<file path="config.mk">
export PLATFORM = sky130hd
export DESIGN_NAME = bcd_serial_accumulator
export DESIGN_NICKNAME = d
export VERILOG_FILES = /design/src/rtl/bcd_pkg.sv /design/src/rtl/bcd_digit_addsub.sv /design/src/rtl/bcd_serial_accumulator.sv
export SDC_FILE = /design/constraint.sdc
export NUM_CORES = 1
export LEC_CHECK = 0
export ABC_AREA = 1
export CORE_UTILIZATION = 45
export CTS_BUF_LIST = sky130_fd_sc_hd__clkbuf_4 sky130_fd_sc_hd__clkbuf_8 sky130_fd_sc_hd__clkbuf_16
export DETAILED_ROUTE_END_ITERATION = 10
export GPL_TIMING_DRIVEN = 0
export PLACE_DENSITY = 0.68
export SYNTH_ARGS = -nofsm -noshare
export SYNTH_HDL_FRONTEND = slang
export SYNTH_SLANG_ARGS = --single-unit
</file>
<file path="constraint.sdc">
create_clock -name clk -period 5.59 [get_ports clk]
set_input_delay 0.8385 -clock clk [delete_from_list [all_inputs] [get_ports clk]]
set_output_delay 0.8385 -clock clk [all_outputs]
set_load 0.01 [all_outputs]
</file>
<file path="src/rtl/bcd_pkg.sv">
// Shared types and helpers for the BCD serial accumulator.
package bcd_pkg;

    typedef logic [3:0] bcd_digit_t;

    localparam bcd_digit_t BCD_MAX_DIGIT = 4'd9;

    typedef enum logic {OP_ADD, OP_SUB} op_e;

    typedef enum logic [1:0] {IDLE, CALC, COMMIT} state_e;

    // Force an out-of-range nibble into the legal BCD range.
    function automatic bcd_digit_t bcd_clamp(input bcd_digit_t d);
        return (d > BCD_MAX_DIGIT) ? BCD_MAX_DIGIT : d;
    endfunction

endpackage

</file>
<file path="src/rtl/bcd_digit_addsub.sv">
// Single-digit BCD adder/subtractor with carry/borrow in and out.
module bcd_digit_addsub
    import bcd_pkg::*;
(
    input  bcd_digit_t a,
    input  bcd_digit_t b,
    input  logic       cin,
    input  op_e        op,
    output bcd_digit_t sum,
    output logic       cout
);

    logic [4:0] raw;

    // Binary add/sub on one digit, then decimal correction (+6 on carry, -6 on borrow).
    always_comb begin
        raw  = '0;
        sum  = '0;
        cout = 1'b0;
        if (op == OP_SUB) begin
            raw  = {1'b0, a} - {1'b0, b} - {4'b0000, cin};
            cout = raw[4];
            sum  = raw[4] ? (raw[3:0] - 4'd6) : raw[3:0];
        end else begin
            raw  = {1'b0, a} + {1'b0, b} + {4'b0000, cin};
            cout = (raw > 5'd9);
            sum  = cout ? (raw[3:0] + 4'd6) : raw[3:0];
        end
    end

endmodule

</file>
<file path="src/rtl/bcd_serial_accumulator.sv">
// N-digit BCD accumulator: adds or subtracts a BCD delta one digit per clock,
// commits the result atomically and saturates at the range limits.
// Build option: define BCD_WRAP_EN to wrap modulo 10^DIGITS instead of saturating
// (sat still pulses to flag the wrap).
module bcd_serial_accumulator
    import bcd_pkg::*;
#(
    parameter int unsigned           DIGITS    = 3,
    parameter logic [4*DIGITS-1:0]   START_VAL = 12'h100,
    parameter bit                    ZERO_HOLD = 1'b1
) (
    input  logic                clk,
    input  logic                resetN,
    input  logic                load,
    input  logic                req,
    input  logic                op,
    input  logic [4*DIGITS-1:0] delta,
    output logic                ready,
    output logic                done,
    output logic [4*DIGITS-1:0] value,
    output logic                zero,
    output logic                max,
    output logic                sat
);

    localparam int unsigned IDX_W = (DIGITS > 1) ? $clog2(DIGITS) : 1;

    state_e                     state_q, state_d;
    bcd_digit_t [DIGITS-1:0]    value_q, shadow_q, delta_q;
    op_e                        op_q;
    logic                       cy_q;
    logic                       hold_q;
    logic [IDX_W-1:0]           idx_q;
    logic                       done_q, sat_q;

    logic                       accept;
    logic                       skip;
    logic                       last_digit;
    bcd_digit_t                 cur_sum;
    logic                       cur_cout;

    // A subtract from zero is acknowledged without touching the value.
    assign skip       = ZERO_HOLD && (op_e'(op) == OP_SUB) && (value_q == '0);
    assign last_digit = (idx_q == IDX_W'(DIGITS - 1));

    bcd_digit_addsub u_digit (
        .a    (value_q[idx_q]),
        .b    (delta_q[idx_q]),
        .cin  (cy_q),
        .op   (op_q),
        .sum  (cur_sum),
        .cout (cur_cout)
    );

    // State register.
    always_ff @(posedge clk or negedge resetN) begin
        if (!resetN) begin
            state_q <= IDLE;
        end else begin
            state_q <= state_d;
        end
    end

    // Next-state logic; load overrides everything.
    always_comb begin
        state_d = state_q;
        unique case (state_q)
            IDLE:    if (req) state_d = skip ? COMMIT : CALC;
            CALC:    if (last_digit) state_d = COMMIT;
            COMMIT:  state_d = IDLE;
            default: state_d = IDLE;
        endcase
        if (load) state_d = IDLE;
    end

    // FSM-decoded outputs.
    always_comb begin
        ready  = (state_q == IDLE);
        accept = (state_q == IDLE) && req && !load;
    end

    // Datapath: capture, per-digit ripple into shadow, atomic commit.
    always_ff @(posedge clk or negedge resetN) begin
        if (!resetN) begin
            value_q  <= START_VAL;
            shadow_q <= '0;
            delta_q  <= '0;
            op_q     <= OP_ADD;
            cy_q     <= 1'b0;
            hold_q   <= 1'b0;
            idx_q    <= '0;
            done_q   <= 1'b0;
            sat_q    <= 1'b0;
        end else if (load) begin
            value_q <= START_VAL;
            done_q  <= 1'b0;
            sat_q   <= 1'b0;
        end else begin
            done_q <= 1'b0;
            sat_q  <= 1'b0;
            unique case (state_q)
                IDLE: begin
                    if (accept) begin
                        op_q <= op_e'(op);
                        for (int i = 0; i < int'(DIGITS); i++) begin
                            delta_q[i] <= bcd_clamp(delta[4*i +: 4]);
                        end
                        shadow_q <= value_q;
                        idx_q    <= '0;
                        cy_q     <= 1'b0;
                        hold_q   <= skip;
                    end
                end
                CALC: begin
                    shadow_q[idx_q] <= cur_sum;
                    cy_q            <= cur_cout;
                    idx_q           <= idx_q + 1'b1;
                end
                COMMIT: begin
                    done_q <= 1'b1;
                    if (hold_q) begin
                        value_q <= value_q;
                    end else if (!cy_q) begin
                        value_q <= shadow_q;
                    end else begin
                        sat_q <= 1'b1;
`ifdef BCD_WRAP_EN
                        value_q <= shadow_q;
`else
                        value_q <= (op_q == OP_ADD) ? {DIGITS{BCD_MAX_DIGIT}} : '0;
`endif
                    end
                end
                default: ;
            endcase
        end
    end

    // Status flags derived from the committed value.
    always_comb begin
        zero = (value_q == '0);
        max  = 1'b1;
        for (int i = 0; i < int'(DIGITS); i++) begin
            if (value_q[i] != BCD_MAX_DIGIT) max = 1'b0;
        end
    end

    assign value = value_q;
    assign done  = done_q;
    assign sat   = sat_q;

endmodule

</file>
==> impl_metrics.yaml <==
worst_setup_path:
  end_kind: "flop"
  crit_required_ns: 5.80
  crit_type: "reg -> reg"
  rrSetupSlack_ns: 1.83
  rr_worst_depth: 18
  startpoint_type: "flop"
  r2r_start: "idx_q[0]$_DFFE_PN0P_"
  crit_end: "shadow_q[10]$_DFFE_PN0P_"
  crit_start: "idx_q[0]$_DFFE_PN0P_"
  crit_fanout: 11
  critPathArrivalTime_ns: 3.97
  rr_endpoint: "shadow_q[10]$_DFFE_PN0P_"
die:
  io_pins: 34
  core_area_sq_um: 5990
  rows: 28
  start_util_pct: 47.1
  die_area_sq_um: 6590
  die_y_um: 81.2
  die_w_um: 81.2
synthesis:
  synth.top_cell.area_share_pct: 39.0
  synth_area_leaders: "dfrtp_1 (39%), nand2_1 (8.0%), inv_1 (6.5%)"
  synth.avg_cell_area_sq_um: 7.86
  yosys_warnings: 0
  synth_edf_count: 0
  yosys-top-cells-count: "nand2_1 (60), inv_1 (49), dfrtp_1 (44), nand3_1 (34), nor2_1 (30)"
  synth_fp_nets: 392
  synthMuxAreaShare_pct: 0
  yosysUniqueCellTypes: 37
  synthAdderAreaFrac_pct: 8.16
  yosysSeqAreaShare_pct: 40.0
  synth_top_family_by_area: "simple AND/OR/NAND/NOR gates"
  yosys.area_share.simple_pct: 25.1
  synthArstFlopShare_pct: 100
  synth.cell_area_sq_um: 2820
  ys_ff_latch: 45
  ys.flop_type: "dfrtp_1"
  yosysTopAreaCell: "dfrtp_1"
  synth_cells: 359
  synth_xor_area_share_pct: 0.887
  synth.most_common_cell: "nand2_1"
  synth_compound_area_share_pct: 16.7
place:
  place_inst: 467
  place_ws_ns: 1.86
  portBuffers: 32
  post-dp-hpwl_um: 5270
  gp_congestion: 0.875
  place_area_sq_um: 3250
routing:
  ant_nets: 0
  wire_per_inst_um: 13.9
  drt_wl_total_um: 6600
  vias_per_cell: 5.21
  drc: 0
  drtIter0Drc: 103
  dr.pass1.iters: 4
  num_vias: 2477
clock_network:
  cts_made_buffers: 5
  cts_tree: "done"
  cts.root.buffer_cell: "clkbuf_8"
  ctsHtreeMaxLevel: 2
  cts_buffer_depth: 2
  postCtsSetupBuffers: 0
  ctsResizeCount: 0
  path_clk_slew_ns: 0.09
  clk-insertion-delay-late_ns: 0.30
  clock-sinks: 45
  ctsHoldBuffers: 0
layout:
  nNetsFinal: 432
  fin_util_pct: 56.2
  fillers: 599
  final_cells: 475
  syn_to_final_growth_pct: 19.3
  diodes: 0
  final_area_sq_um: 3360
  drive_gt1_share_pct: 13.5
sta:
  hold_viol_final: 0
  worst_slack_ns: 1.83
  slew_viol_final: 0
  setup_viol: 0
  fin_worst_skew_ns: 0.00393
  min_period_over_period_pct: 67.2
  setup_tns_ns: 0
  holdWs_ns: 0.351
  rsz0062_at_grt: "false"
  fin_crit_ns: 3.76
  tightest_slew_ns: 0.614
  fmax_mhz: 266
  max_slew_margin_pct: 58.9
power:
  ir_drop_uv: 375
  power.density_nw_per_um2: 689
  static-leakage-power_nw: 1.59
  totalPowerFinal_mw: 2.32
global_routing:
  grt.overflow.total: 0
  grt_pass1_wl_um: 11200
  antenna_found_initial: 0
  grt_pass1_vias: 2339
  grt_use_total_pct: 22.7
  grt_max_degree: 41
status:
  status: "finished clean"
worst_hold_path:
  hold_class: "in -> async"
flow_run:
  cap_violations: 0
==> per-layer routing <==
layer  share of wire (%)  GRT usage [%]  vias up
met2                  50           40.1       58
met3                 3.7           3.48        9
met1                  44           28.1     1155
met5                   0              0        -
met4                 1.8           7.68        0
li1                    -              -     1255
==> power by group <==
part | leakage (nW) | internal (mW) | switching (mW)
registers | 0.565 | 0.423 | 0.0847
clock network | 0.0588 | 0.139 | 0.115
logic | 0.968 | 0.585 | 0.972
==> cell families after synthesis <==
group | after synthesis
and+or+nand+nor | 151
AOI/OAI and AO/OA | 79
buffers and inverters | 66
DFF | 45
adders and majority gates | 16
xor gates and xnor gates | 2
==> how the worst min path moves through the flow <==
stage / to / cells after the start
floorplan: delta_q[5]$_DFFE_PN0P_ / 2
global placement: delta_q[5]$_DFFE_PN0P_ / 2
detailed placement: delta_q[5]$_DFFE_PN0P_ / 2
CTS: shadow_q[7]$_DFFE_PN0P_ / 1
global route: shadow_q[11]$_DFFE_PN0P_ / 1
finish: shadow_q[11]$_DFFE_PN0P_ / 1
==> worst max-delay path: stages (launching register included) <==
cell,delay (ns)
dfrtp_1,0.46
inv_2,0.16
clkbuf_1,0.40
a21oi_1,0.12
o21ai_0,0.08
o21ai_0,0.19
fa_1,0.47
fa_1,0.44
xor2_2,0.21
ha_1,0.22
inv_1,0.07
nor2_1,0.04
a21oi_1,0.15
nand2_2,0.09
nand2_2,0.10
nand2_1,0.06
nand3_1,0.13
nand3_1,0.13
a22oi_1,0.16
==> cell type report <==
type,count,area [sq um],share of cell area [%]
Buffer,6,35.0,1.04
Multi-Input combinational cell,248,1430,42.6
Sequential cell,45,1130,33.5
Tap cell,75,93.8,2.79
Inverter,60,225,6.69
Clock inverter,2,38.8,1.15
Clock buffer,6,76.3,2.27
Timing Repair Buffer,33,335,9.97
==> layout by cell type (no fill, tap or decap), drive strengths merged, types with 2 or more instances in the layout <==
cell type      Yosys  final
xor2               2      2
nor2              37     37
a31oi              6      6
o22ai              2      2
nand3b             2      2
inv               60     60
dfrtp             44     44
nand2             68     68
a21oi             29     29
a22oi              5      5
o21bai             2      2
fa                 4      4
clkbuf             1      7
ha                12     12
nand3             36     36
buf                5      7
o21a               4      4
or2                2      2
nor3               4      4
o21ai             27     27
clkdlybuf4s50      0     31
==> sequential cells by signal (all words and copies together) (netlist names) <==
register  flops
done          1
hold_q        1
delta_q      12
state_q       2
op_q          1
cy_q          1
sat           1
idx_q         2
shadow_q     12
value        12
No activity file was read; power rests on OpenSTA's default activity.
